===== config.mk =====
export PLATFORM = sky130hd
export DESIGN_NAME = sw_debounce
export DESIGN_NICKNAME = d
export VERILOG_FILES = /design/src/rtl/sw_debounce_pkg.sv /design/src/rtl/sw_debounce_bit.sv /design/src/rtl/sw_debounce.sv
export SDC_FILE = /design/constraint.sdc
export NUM_CORES = 1
export LEC_CHECK = 0
export ABC_AREA = 1
export CORE_MARGIN = 5
export CORE_UTILIZATION = 35
export CTS_CLUSTER_SIZE = 10
export DETAILED_ROUTE_END_ITERATION = 6
export HOLD_SLACK_MARGIN = 0.05
export PLACE_DENSITY = 0.48
export SYNTH_ARGS = -nofsm -noshare
export SYNTH_HDL_FRONTEND = slang
export SYNTH_SLANG_ARGS = --single-unit

===== constraint.sdc =====
create_clock -name clk -period 2.1 [get_ports clk]
set_input_delay 0.42 -clock clk [delete_from_list [all_inputs] [get_ports clk]]
set_output_delay 0.42 -clock clk [all_outputs]
set_load 0.03 [all_outputs]

===== src/rtl/sw_debounce_pkg.sv =====
// sw_debounce_pkg
// Shared defaults and types for the slide-switch debouncer.
//   SW_DEBOUNCE_N_SW_DEF    number of switch channels on the board
//   SW_DEBOUNCE_SYNC_DEF    synchroniser depth
//   SW_DEBOUNCE_CYCLES_DEF  stable cycles before a level is accepted (10 ms at 100 MHz)
//   sw_vec_t                one bit per board switch
//   db_state_e              per-channel debounce phase

package sw_debounce_pkg;

    localparam int SW_DEBOUNCE_N_SW_DEF   = 4;
    localparam int SW_DEBOUNCE_SYNC_DEF   = 2;
    localparam int SW_DEBOUNCE_CYCLES_DEF = 1_000_000;

    typedef logic [3:0] sw_vec_t;

    // IDLE: synchronised input agrees with the accepted level.
    // PENDING: it disagrees and the counter is measuring how long it has done so.
    typedef enum logic {
        DB_IDLE    = 1'b0,
        DB_PENDING = 1'b1
    } db_state_e;

endpackage : sw_debounce_pkg


===== src/rtl/sw_debounce_bit.sv =====
// debounce_bit
// One switch channel: synchroniser chain, debounce counter, accepted level and,
// when SW_DEBOUNCE_EDGE_EN is defined, registered rise/fall pulses.
// Ports:
//   clk     system clock, rising edge
//   rst     synchronous active-high reset
//   raw     asynchronous switch pin
//   db      debounced level
//   rise    one-cycle pulse when db goes 0->1   (SW_DEBOUNCE_EDGE_EN only)
//   fall    one-cycle pulse when db goes 1->0   (SW_DEBOUNCE_EDGE_EN only)

module debounce_bit
    import sw_debounce_pkg::*;
#(
    parameter int SYNC_STAGES     = SW_DEBOUNCE_SYNC_DEF,
    parameter int DEBOUNCE_CYCLES = SW_DEBOUNCE_CYCLES_DEF
) (
    input  logic clk,
    input  logic rst,
    input  logic raw,
    output logic db
`ifdef SW_DEBOUNCE_EDGE_EN
    ,
    output logic rise,
    output logic fall
`endif
);

    localparam int CNT_W = $clog2(DEBOUNCE_CYCLES);
    localparam logic [CNT_W-1:0] CNT_LAST = CNT_W'(DEBOUNCE_CYCLES - 1);

    logic [SYNC_STAGES-1:0] syncChain_q, syncChain_d;
    logic [CNT_W-1:0]       count_q, count_d;
    logic                   stable_q, stable_d;
    logic                   syncLast;
    logic                   commit;
    db_state_e              state;

    // Next-state logic. The counter only ever runs while the synchronised input
    // disagrees with the accepted level; any cycle of agreement throws the whole
    // count away, so only an unbroken run of DEBOUNCE_CYCLES disagreeing cycles
    // commits. The commit clears the counter instead of letting it wrap.
    always_comb begin
        syncChain_d = {syncChain_q[SYNC_STAGES-2:0], raw};
        syncLast    = syncChain_q[SYNC_STAGES-1];
        count_d     = count_q;
        stable_d    = stable_q;
        commit      = 1'b0;
        state       = (syncLast == stable_q) ? DB_IDLE : DB_PENDING;

        case (state)
            DB_IDLE: begin
                count_d = '0;
            end
            DB_PENDING: begin
                if (count_q == CNT_LAST) begin
                    commit   = 1'b1;
                    stable_d = syncLast;
                    count_d  = '0;
                end else begin
                    count_d = count_q + CNT_W'(1);
                end
            end
            default: begin
                count_d = '0;
            end
        endcase
    end

    // State registers. Reset clears the synchroniser too, so a switch held high
    // through reset is seen as a fresh 0->1 change and produces a normal rise.
    always_ff @(posedge clk) begin
        if (rst) begin
            syncChain_q <= '0;
            count_q     <= '0;
            stable_q    <= 1'b0;
        end else begin
            syncChain_q <= syncChain_d;
            count_q     <= count_d;
            stable_q    <= stable_d;
        end
    end

    assign db = stable_q;

`ifdef SW_DEBOUNCE_EDGE_EN
    logic rise_q, fall_q;

    // Pulses are registered on the commit edge so they line up with the new db.
    always_ff @(posedge clk) begin
        if (rst) begin
            rise_q <= 1'b0;
            fall_q <= 1'b0;
        end else begin
            rise_q <= commit &  syncLast;
            fall_q <= commit & ~syncLast;
        end
    end

    assign rise = rise_q;
    assign fall = fall_q;
`endif

endmodule : debounce_bit


===== src/rtl/sw_debounce.sv =====
// sw_debounce
// Debounces and synchronises the board slide switches into the clk domain.
// Optional feature macro: SW_DEBOUNCE_EDGE_EN adds per-switch edge pulses.
// Ports:
//   clk      system clock, rising edge
//   rst      synchronous active-high reset
//   sw_raw   [N_SW] asynchronous switch pins
//   sw_db    [N_SW] debounced switch levels
//   sw_rise  [N_SW] one-cycle 0->1 pulses   (SW_DEBOUNCE_EDGE_EN only)
//   sw_fall  [N_SW] one-cycle 1->0 pulses   (SW_DEBOUNCE_EDGE_EN only)

module sw_debounce
    import sw_debounce_pkg::*;
#(
    parameter int N_SW            = SW_DEBOUNCE_N_SW_DEF,
    parameter int SYNC_STAGES     = SW_DEBOUNCE_SYNC_DEF,
    parameter int DEBOUNCE_CYCLES = SW_DEBOUNCE_CYCLES_DEF
) (
    input  logic            clk,
    input  logic            rst,
    input  logic [N_SW-1:0] sw_raw,
    output logic [N_SW-1:0] sw_db
`ifdef SW_DEBOUNCE_EDGE_EN
    ,
    output logic [N_SW-1:0] sw_rise,
    output logic [N_SW-1:0] sw_fall
`endif
);

    // Channels are fully independent; each gets its own debounce_bit.
    for (genvar g = 0; g < N_SW; g++) begin : g_chan
        debounce_bit #(
            .SYNC_STAGES     (SYNC_STAGES),
            .DEBOUNCE_CYCLES (DEBOUNCE_CYCLES)
        ) u_bit (
            .clk  (clk),
            .rst  (rst),
            .raw  (sw_raw[g]),
            .db   (sw_db[g])
`ifdef SW_DEBOUNCE_EDGE_EN
            ,
            .rise (sw_rise[g]),
            .fall (sw_fall[g])
`endif
        );
    end

endmodule : sw_debounce

---- Word-level counts from Yosys, hierarchy flattened ----
Index checks and enable logic that the tools add are counted.
word-level totals
  register bits after elaboration ......... 92
  bits of input ports ..................... 6
  output and inout port bits .............. 4
  word-level logic and storage cells ...... 44
operators by class
  $add $sub $neg .......................... 4
  equality and inequality tests ........... 8
  muxes and demuxes ....................... 12
  bitwise operators ....................... 4
  reductions and logical operators ........ 4
operators with widths
  kind                                                              count
  20-bit one-hot mux with 2 select lines                            4
  20-bit by 1-bit adder with 20-bit output (second input constant)  4
  20-bit == test (second input constant)                            4
  20-bit two-way mux                                                4
  2-bit AND reduction                                               4
  1-bit == test                                                     4
  1-bit two-way mux                                                 4
  1-bit NOT                                                         4

---- Longest topological paths before layout ----
Gate-level depths: netlist of run 1.
  word-level depth ........................ 3
  gate-level depth with buffers ........... 9
  gate-level depth less buffers ........... 9

---- By module ----
A second synthesis of run 1 with hierarchy kept.
second synthesis, totals
  cells, all modules ...................... 684
  area total of the unflattened synthesis .. 4614.4 µm²
by module, submodules not included
  module        times used  cells an instance  area an instance (µm²)  seq. area each (µm²)
  debounce_bit  4           171                1153.6                  460.4

---- Worst setup path after synthesis of run 1 ----
Ideal clock, no wire load.
  kind .................................... register -> register
  from .................................... register g_chan[3].u_bit.count_q[0]
  to ...................................... register g_chan[3].u_bit.count_q[14]
  setup time .............................. 0.114 ns
  arrival time ............................ 1.318 ns
  required time ........................... 1.986 ns
  path slack .............................. 0.668 ns
  cell stages (with the launch flop) ...... 10
  path buffers ............................ 1
  period minus slack after synthesis ...... 1.432 ns
  cells stage by stage .................... dfxtp_1 > ha_1 > nand3_2 > nor2_4 > inv_2 > nor2_4 > nand2_2 > nand2_2 > buf_6 > nor2_1
on the way
  word-level cells in the longest chain between the ends .. 3
  elaborated cells on any way between the ends .. 4
  classes of those cells .................. add/sub (1); eq/ne (1); mux (2)
ends and longest elaborated chain
  what                                                                        line                                          RTL
  start: declaration                                                          sw_debounce_bit.sv:33                         logic [CNT_W-1:0] count_q, count_d;
  start signal: assignment                                                    sw_debounce_bit.sv:79                         count_q <= count_d;
  20-bit by 1-bit adder with 20-bit output or 20-bit == test (tied branches)  sw_debounce_bit.sv:61, sw_debounce_bit.sv:56
  20-bit two-way mux *                                                        sw_debounce_bit.sv:56                         if (count_q == CNT_LAST) begin
  20-bit one-hot mux with 2 select lines *                                    sw_debounce_bit.sv:51                         case (state)
Every way passes the cells marked *; elsewhere a longest branch is shown, timed or not.
A chain may end at the register's enable or synchronous reset.

---- Worst setup path in the final report of run 1 ----
  from .................................... register g_chan[3].u_bit.stable_q
  to ...................................... output sw_db[3]
RTL lines
  what                      line                   RTL
  start: declaration        sw_debounce_bit.sv:34  logic stable_q, stable_d;
  start signal: assignment  sw_debounce_bit.sv:80  stable_q <= stable_d;
  end: declaration          sw_debounce.sv:22      output logic [N_SW-1:0] sw_db
No word-level cell between the ends.

==> impl_metrics.env, run 1 <==
export IMPL_status="finished clean"
export IMPL_n_antenna_cell=0
export IMPL_netlist_area_um2=4560
export IMPL_max_freq_mhz=530
export IMPL_num_fill_cells=1403
export IMPL_multi_input_area_um2=2350
export IMPL_ant_nets=0
export IMPL_max_stage_delay_ns=0.70
export IMPL_grt_setup_unrepaired="false"
export IMPL_power_total_mw=3.55
export IMPL_synth_seq_area_share=0.404
export IMPL_synth_seq_cells=92
export IMPL_clk_path_buf_depth=2
export IMPL_wl_um=9250
export IMPL_p_switching_uw=742
export IMPL_nNetsFinal=693
export IMPL_die_area_um2=15400
export IMPL_worstPathRequired_ns=1.68
export IMPL_mostFrequentLayoutCells="nor2_1 (176), nand2_1 (163), dfxtp_1 (92)"
export IMPL_max_cap_violations=0
export IMPL_fp_row_count=41
export IMPL_holdBufCountCts=0
export IMPL_tns_ns=0
export IMPL_final_common_cell="nor2_1"
export IMPL_cpMaxStageDelayCell="clkdlybuf4s50_1"
export IMPL_p_comb_frac=0.013
export IMPL_yosys_warnings=0
export IMPL_cts_repair_resized=0
export IMPL_synth_mux_area_frac=0
export IMPL_grt_pass1_wl_um=16200
export IMPL_dp_hpwl_um=6870
export IMPL_stdcell_count=860
export IMPL_syn2layout_area_growth_pct=11.9
export IMPL_antenna_found_initial=0
export IMPL_drc_errors=0
export IMPL_synth_fa_ha_area_frac=0.0110
export IMPL_critPathKind="reg2out"
export IMPL_setup_viol=0
export IMPL_grt_max_degree=21
export IMPL_pre_cts_ws_ns=0.273
export IMPL_netlist_instances=672
export IMPL_dp_cells=844
export IMPL_cp_end_kind="output port"
export IMPL_swShare=0.209
export IMPL_h_tree_depth=3
export IMPL_via_per_inst=4.47
export IMPL_first_global_vias=3685
export IMPL_io_buffers=9
export IMPL_worst_slew_pin_slew_ns=0.704
export IMPL_max_slew_margin_rel=0.530
export IMPL_die_x_um=124
export IMPL_syn_avg_cell_area_um2=6.79
export IMPL_power_density_nw_per_um2=696
export IMPL_numCtsBuffers=9
export IMPL_synth_xor_area_frac=0.0710
export IMPL_drtIter0Drc=247
export IMPL_leakagePower_nw=1.63
export IMPL_synth_top_cell_area_share=0.404
export IMPL_synth_nets=682
export IMPL_clock_latency_ns=0.35
export IMPL_fin_util=0.401
export IMPL_die_height_um=124
export IMPL_cts_root_buf="clkbuf_16"
export IMPL_p_int_mw=2.81
export IMPL_grt_usage=0.132
export IMPL_cts_tree="built"
export IMPL_worst_setup_path_start_kind="register"
export IMPL_synth_simple_gate_area_frac=0.385
export IMPL_dr_pass1_iters=5
export IMPL_routedWlPerCell_um=10.8
export IMPL_seqPwrFrac=0.495
export IMPL_yosysTopAreaCell="dfxtp_1"
export IMPL_hold_path_class="reg2reg"
export IMPL_core_area_um2=12700
export IMPL_fin_skew_ns=0.00436
export IMPL_cp_cell_sequence="clkdlybuf4s50_1"
export IMPL_vias=3843
export IMPL_synth_top_family_by_area="simple AND/OR/NAND/NOR gates"
export IMPL_overflow=0
export IMPL_ys_types=28
export IMPL_slew_violations=0
export IMPL_fin_ws_ns=0.215
export IMPL_cp_max_fo=3
export IMPL_path_clk_slew_ns=0.07
export IMPL_gp_congestion=0.811
export IMPL_ys_top_cells_by_area="dfxtp_1 (40%), nor2_1 (14%), nand2_1 (13%)"
export IMPL_start_util=0.359
export IMPL_worst_endpoint_arrival_ns=1.47
export IMPL_ios=10
export IMPL_layout_min_cycle_time_ns=1.89
export IMPL_vdd_drop_max_mv=0.623
export IMPL_seqCellArea_um2=1840
export IMPL_clockPowerShare=0.492
export IMPL_period_share=0.898
export IMPL_path_buf_inv=1
export IMPL_post_cts_buffers=0
export IMPL_post_route_cells_drive_above_1_share=0.0654
export IMPL_cp_top_family="buffers and inverters"
export IMPL_synth_compound_area_frac=0.0488
export IMPL_hold_violations=0
export IMPL_cts_sinks=92
metal layers:
metal	track usage	wire, um	part of all wire
met3	0.0400	289	0.031
met5	0	0	0
met4	0.0554	203	0.022
met2	0.214	4180	0.45
met1	0.162	4580	0.50
worst paths after layout:
check                                                     from                              to  slack (ns)  cells after the start
worst min register to register  g_chan[0].u_bit.syncChain_q[0]  g_chan[0].u_bit.syncChain_q[1]        0.40                      2
worst max-delay path                        g_chan[3].u_bit.db                        sw_db[3]        0.21                      1
worst max register to register      g_chan[2].u_bit.count_q[0]      g_chan[2].u_bit.count_q[7]        0.35                      6
worst min-delay path            g_chan[0].u_bit.syncChain_q[0]  g_chan[0].u_bit.syncChain_q[1]        0.40                      2
area by class of cell:
cell class	instances	area share
well taps	172	0.0421
clock buffers	9	0.0441
inverters	71	0.0522
multi-input cells	497	0.461
clock inverters	7	0.0179
repair buffers	12	0.0221
flip-flops and latches	92	0.361
synth_stat cells:
master / n
nor2_1: 176
nand2_1: 163
dfxtp_1: 92
inv_1: 70
nand3_1: 35
a21oi_1: 23
xor2_1: 23
xnor2_1: 14
o21ai_0: 8
buf_4: 7
nand3b_1: 7
nand4_1: 7
nor2_4: 5
nor3_1: 5
or2_2: 5
buf_6: 4
ha_1: 4
nand2_2: 4
o21bai_1: 4
a21oi_2: 3
nand3_2: 3
nor2_2: 3
or2_0: 2
and2_1: 1
and2_2: 1
clkbuf_1: 1
inv_2: 1
o21bai_2: 1
power groups by stage:
stage	registers, mW	logic (mW)	clock network, mW
3_5_place_dp	1.80	0.0482	0
4_1_cts	1.76	0.0483	1.81
5_1_grt	1.76	0.0536	1.88
2_1_floorplan	1.80	0.0329	0
6_report	1.76	0.0467	1.75
3_3_place_gp	1.80	0.0477	0
registers in the layout (all words and copies together), names as in the netlist:
| signal | cells |
|---|---|
| g_chan.u_bit.syncChain_q | 8 |
| g_chan.u_bit.count_q | 80 |
| g_chan.u_bit.db | 4 |
logic make-up (layout without fill, tap and decap cells):
| family | Yosys count | after routing |
|---|---|---|
| AND/OR/NAND/NOR | 417 | 417 |
| flip-flops | 92 | 92 |
| buffers and inverters | 83 | 99 |
| AO/OA/AOI/OAI | 39 | 39 |
| XOR/XNOR | 37 | 37 |
| adder cells (fa/ha/maj) | 4 | 4 |
through the flow:
step	hold WS (ns)	area (um2)
3_5_place_dp	0.396	4790
3_3_place_gp	0.389	4790
4_1_cts	0.398	5110
6_report	0.398	5110
2_1_floorplan	0.388	4560
5_1_grt	0.423	5110
No activity file was read; power rests on OpenSTA's default activity.
==> run 2: changes to the inputs <==
Settings changed: CAP_MARGIN from default to 0, CORE_UTILIZATION 35 to 62, PLACE_DENSITY 0.48 to 0.78.
==> impl_metrics.env, run 2 (synthesis results as in run 1) <==
export IMPL_dp_hpwl_um=6040
export IMPL_clock_latency_ns=0.37
export IMPL_max_cap_violations=0
export IMPL_fp_row_count=31
export IMPL_via_per_inst=4.90
export IMPL_worstPathRequired_ns=1.68
export IMPL_post_cts_buffers=0
export IMPL_largest_reg_flops=80
export IMPL_ios=10
export IMPL_holdBufCountCts=0
export IMPL_path_clk_slew_ns=0.09
export IMPL_worst_slew_pin_slew_ns=0.656
export IMPL_final_common_cell="nor2_1"
export IMPL_cts_repair_resized=0
export IMPL_routedWlPerCell_um=10.4
export IMPL_core_area_um2=7210
export IMPL_io_buffers=9
export IMPL_rr_worst_depth=6
export IMPL_antenna_found_initial=0
export IMPL_worst_endpoint_arrival_ns=1.46
export IMPL_seqPwrFrac=0.569
export IMPL_whs_path_depth=2
export IMPL_n_antenna_cell=0
export IMPL_critical_path_depth=1
export IMPL_clockPowerShare=0.416
export IMPL_syn2layout_area_growth_pct=7.51
export IMPL_die_height_um=95.8
export IMPL_layout_min_cycle_time_ns=1.88
export IMPL_cts_root_buf="clkbuf_8"
export IMPL_grt_setup_unrepaired="false"
export IMPL_swShare=0.208
export IMPL_leakagePower_nw=1.58
export IMPL_gp_congestion=0.885
export IMPL_hold_path_class="reg2reg"
export IMPL_status="finished clean"
export IMPL_overflow=0
export IMPL_slew_violations=0
export IMPL_p_switching_uw=644
export IMPL_power_density_nw_per_um2=629
export IMPL_cp_end_kind="output port"
export IMPL_vias=3855
export IMPL_tns_ns=0
export IMPL_grt_usage=0.201
export IMPL_drc_errors=0
export IMPL_regMostFlops="g_chan.u_bit.count_q"
export IMPL_mostFrequentLayoutCells="nor2_1 (176), nand2_1 (163), dfxtp_1 (92)"
export IMPL_power_total_mw=3.09
export IMPL_p_comb_frac=0.015
export IMPL_first_global_vias=3505
export IMPL_hold_violations=0
export IMPL_dp_cells=770
export IMPL_critPathKind="reg2out"
export IMPL_numCtsBuffers=9
export IMPL_max_stage_delay_ns=0.70
export IMPL_drtIter0Drc=128
export IMPL_cp_top_family="buffers and inverters"
export IMPL_grt_max_degree=21
export IMPL_fin_skew_ns=0.0102
export IMPL_ant_nets=0
export IMPL_cp_cell_sequence="clkdlybuf4s50_1"
export IMPL_vdd_drop_max_mv=0.383
export IMPL_cpMaxStageDelayCell="clkdlybuf4s50_1"
export IMPL_post_route_cells_drive_above_1_share=0.0626
export IMPL_max_slew_margin_rel=0.562
export IMPL_worst_setup_path_start_kind="register"
export IMPL_die_area_um2=9180
export IMPL_nNetsFinal=692
export IMPL_p_int_mw=2.44
export IMPL_period_share=0.894
export IMPL_h_tree_depth=3
export IMPL_cts_sinks=92
export IMPL_die_x_um=95.8
export IMPL_stdcell_count=786
export IMPL_setup_viol=0
export IMPL_grt_pass1_wl_um=14800
export IMPL_cts_tree="built"
export IMPL_dr_pass1_iters=4
export IMPL_clk_path_buf_depth=2
export IMPL_max_freq_mhz=533
export IMPL_cp_max_fo=3
export IMPL_wl_um=8170
export IMPL_start_util=0.633
export IMPL_path_buf_inv=1
run 2: cell types whose count changed in the layout (fill, tap and decap cells not counted), sizes merged:
cell,before,now
clkinv,4,3
inv,71,72
buf,3,2
clkbuf,9,10
clkinvlp,1,0
run 2: final cells by class:
| cell class | instances | area (um2) |
|---|---|---|
| Multi-Input combinational cell | 497 | 2350 |
| Fill cell | 650 | 2310 |
| Sequential cell | 92 | 1840 |
| Inverter | 71 | 267 |
| Clock buffer | 10 | 128 |
| Tap cell | 99 | 124 |
| Timing Repair Buffer | 11 | 105 |
| Clock inverter | 6 | 87.6 |
run 2: worst paths after layout:
path	startpoint	slack (ns)	end
worst max-delay path	g_chan[3].u_bit.db	0.22	sw_db[3]
worst min-delay path	g_chan[2].u_bit.syncChain_q[0]	0.40	g_chan[2].u_bit.syncChain_q[1]
worst min register to register	g_chan[2].u_bit.syncChain_q[0]	0.40	g_chan[2].u_bit.syncChain_q[1]
worst max register to register	g_chan[2].u_bit.count_q[0]	0.38	g_chan[2].u_bit.count_q[7]
run 2: power by group through the flow:
stage / clock network [mW] / logic (mW) / registers [mW]
global placement: 0 / 0.0456 / 1.80
CTS: 1.33 / 0.0466 / 1.76
finish: 1.29 / 0.0455 / 1.76
global route: 1.41 / 0.0532 / 1.76
detailed placement: 0 / 0.0464 / 1.80
floorplan: 0 / 0.0329 / 1.80
run 2: metal layers:
layer,wire length (um),global-route usage,vias up
met4,105,0.0723,0
met3,304,0.0477,12
met1,4090,0.256,1698
met5,0,0,-
met2,3680,0.332,61
li1,-,-,2084
run 2: through the flow:
step           setup WS [ns]  instance area, um2  hold slack, ns   util
2_1_floorplan          0.668                4560           0.388      -
3_3_place_gp           0.406                4690           0.390  0.650
3_5_place_dp           0.356                4690           0.393  0.650
4_1_cts                0.206                4910           0.407  0.680
5_1_grt                0.173                4910           0.434  0.680
6_report               0.223                4910           0.400  0.680
==> run 3: changes to the inputs <==
Settings changed: GPL_ROUTABILITY_DRIVEN from default to 0.
Clock period 2.1 ns to 1.8 ns, I/O delays scaled along.
==> impl_metrics.env, run 3 (synthesis results as in run 1) <==
export IMPL_timing_rr_start="g_chan[0].u_bit.count_q[0]"
export IMPL_cp_top_family="simple AND/OR/NAND/NOR gates"
export IMPL_whs_path_depth=2
export IMPL_worst_slew_pin_slew_ns=0.386
export IMPL_hold_violations=0
export IMPL_cts_tree="built"
export IMPL_r2r_end="g_chan[0].u_bit.count_q[2]"
export IMPL_path_buf_inv=1
export IMPL_clockPowerShare=0.399
export IMPL_vdd_drop_max_mv=0.436
export IMPL_numCtsBuffers=9
export IMPL_max_cap_violations=0
export IMPL_tns_ns=0
export IMPL_setup_viol=0
export IMPL_clock_latency_ns=0.35
export IMPL_die_area_um2=9180
export IMPL_period_share=0.886
export IMPL_cp_max_fo=20
export IMPL_vias=3989
export IMPL_largest_reg_flops=80
export IMPL_antenna_found_initial=0
export IMPL_status="finished clean"
export IMPL_cp_cell_sequence="ha_1, nand2_1, nor2_4, nand2_2, nor2_1, nand2_1, nand2_1, buf_12, nor3_1"
export IMPL_reg2reg_slack_ns=0.21
export IMPL_swShare=0.206
export IMPL_busiest_layer="met2"
export IMPL_slew_violations=0
export IMPL_grtUsageMet2=0.365
export IMPL_worstPathRequired_ns=2.05
export IMPL_cpMaxStageDelayCell="dfxtp_1"
export IMPL_fin_skew_ns=0.0121
export IMPL_dp_cells=773
export IMPL_p_switching_uw=724
export IMPL_wl_um=8810
export IMPL_hold_path_class="reg2reg"
export IMPL_stdcell_count=789
export IMPL_hold_slack_ns=0.407
export IMPL_die_height_um=95.8
export IMPL_final_common_cell="nor2_1"
export IMPL_power_density_nw_per_um2=709
export IMPL_grt_util_met3=0.0328
export IMPL_syn2layout_area_growth_pct=8.45
export IMPL_p_int_mw=2.78
export IMPL_cts_root_buf="clkbuf_8"
export IMPL_max_stage_delay_ns=0.36
export IMPL_met1_usage=0.259
export IMPL_path_clk_slew_ns=0.09
export IMPL_regMostFlops="g_chan.u_bit.count_q"
export IMPL_num_fill_cells=634
export IMPL_die_x_um=95.8
export IMPL_grt_usage=0.211
export IMPL_via_per_inst=5.06
export IMPL_n_antenna_cell=0
export IMPL_critPathKind="reg2reg"
export IMPL_fp_row_count=31
export IMPL_p_comb_frac=0.017
export IMPL_hold_start="g_chan[1].u_bit.syncChain_q[0]"
export IMPL_worst_endpoint_arrival_ns=1.84
export IMPL_cp_common_cell="nand2_1"
export IMPL_fin_util=0.686
export IMPL_layout_min_cycle_time_ns=1.59
export IMPL_seqPwrFrac=0.584
export IMPL_cts_sinks=92
export IMPL_hold_path_endpoint="g_chan[1].u_bit.syncChain_q[1]"
export IMPL_post_route_cells_drive_above_1_share=0.0667
export IMPL_worst_setup_path_start_kind="register"
export IMPL_nNetsFinal=695
export IMPL_routedWlPerCell_um=11.2
export IMPL_ant_nets=0
export IMPL_overflow=0
export IMPL_drc_errors=0
export IMPL_rr_worst_depth=9
export IMPL_clk_path_buf_depth=2
export IMPL_leakagePower_nw=1.64
export IMPL_first_global_vias=3781
export IMPL_h_tree_depth=3
export IMPL_start_util=0.633
export IMPL_max_freq_mhz=627
export IMPL_grt_pass1_wl_um=15600
export IMPL_max_slew_margin_rel=0.742
export IMPL_cp_end_kind="register"
export IMPL_ios=10
export IMPL_grt_setup_unrepaired="false"
export IMPL_mostFrequentLayoutCells="nor2_1 (176), nand2_1 (163), dfxtp_1 (92)"
export IMPL_grt_max_degree=21
export IMPL_drtIter0Drc=107
export IMPL_holdBufCountCts=0
export IMPL_dr_pass1_iters=4
export IMPL_core_area_um2=7210
export IMPL_io_buffers=9
export IMPL_dp_hpwl_um=6540
[run 3: layout make-up]
type,instances,area [um2],area share
clock buffer,12,155,0.0314
clock inverter,4,47.5,0.00961
multi-input combinational,497,2370,0.479
timing repair buffer,14,143,0.0288
inverter,71,267,0.0539
tap,99,124,0.0250
sequential,92,1840,0.372
[run 3: what timing repair did]
item	4_1_cts	5_1_grt
resized for setup	2	5
setup endpoints to repair	2	30
buffers inserted	0	0
[run 3: how the worst max path moves through the flow]
stage               cells after the start                       start                          end
CTS                                     1          g_chan[0].u_bit.db                     sw_db[0]
finish                                  9  g_chan[0].u_bit.count_q[0]   g_chan[0].u_bit.count_q[2]
global placement                        5                         rst  g_chan[3].u_bit.count_q[15]
global route                            9  g_chan[0].u_bit.count_q[0]  g_chan[0].u_bit.count_q[18]
detailed placement                      5                         rst  g_chan[1].u_bit.count_q[15]
floorplan                               9  g_chan[3].u_bit.count_q[0]  g_chan[3].u_bit.count_q[14]
[run 3: power groups by stage]
stage,registers [mW],clock network (mW),logic (mW)
2_1_floorplan,2.10,0,0.0384
3_3_place_gp,2.10,0,0.0561
3_5_place_dp,2.10,0,0.0575
4_1_cts,2.05,1.43,0.0581
5_1_grt,2.05,1.52,0.0675
6_report,2.05,1.40,0.0591
[run 3: worst min-delay path: stages, from the launching register on]
cell	delay [ns]
dfxtp_1	0.30
inv_1	0.04
nor2_1	0.03
[run 3: metal layers]
| layer | up-vias | wire length, um |
|---|---|---|
| li1 | 2088 | - |
| met1 | 1801 | 4240 |
| met2 | 80 | 4020 |
| met3 | 20 | 315 |
| met4 | 0 | 228 |
| met5 | - | 0 |
[run 3: per-stage QoR]
stage / total power [mW] / area, um2 / setup WS (ns)
2_1_floorplan: 2.14 / 4560 / 0.368
3_3_place_gp: 2.15 / 4730 / 0.152
3_5_place_dp: 2.16 / 4730 / 0.118
4_1_cts: 3.54 / 4930 / 0.00214
5_1_grt: 3.64 / 4950 / 0.0864
6_report: 3.51 / 4950 / 0.206
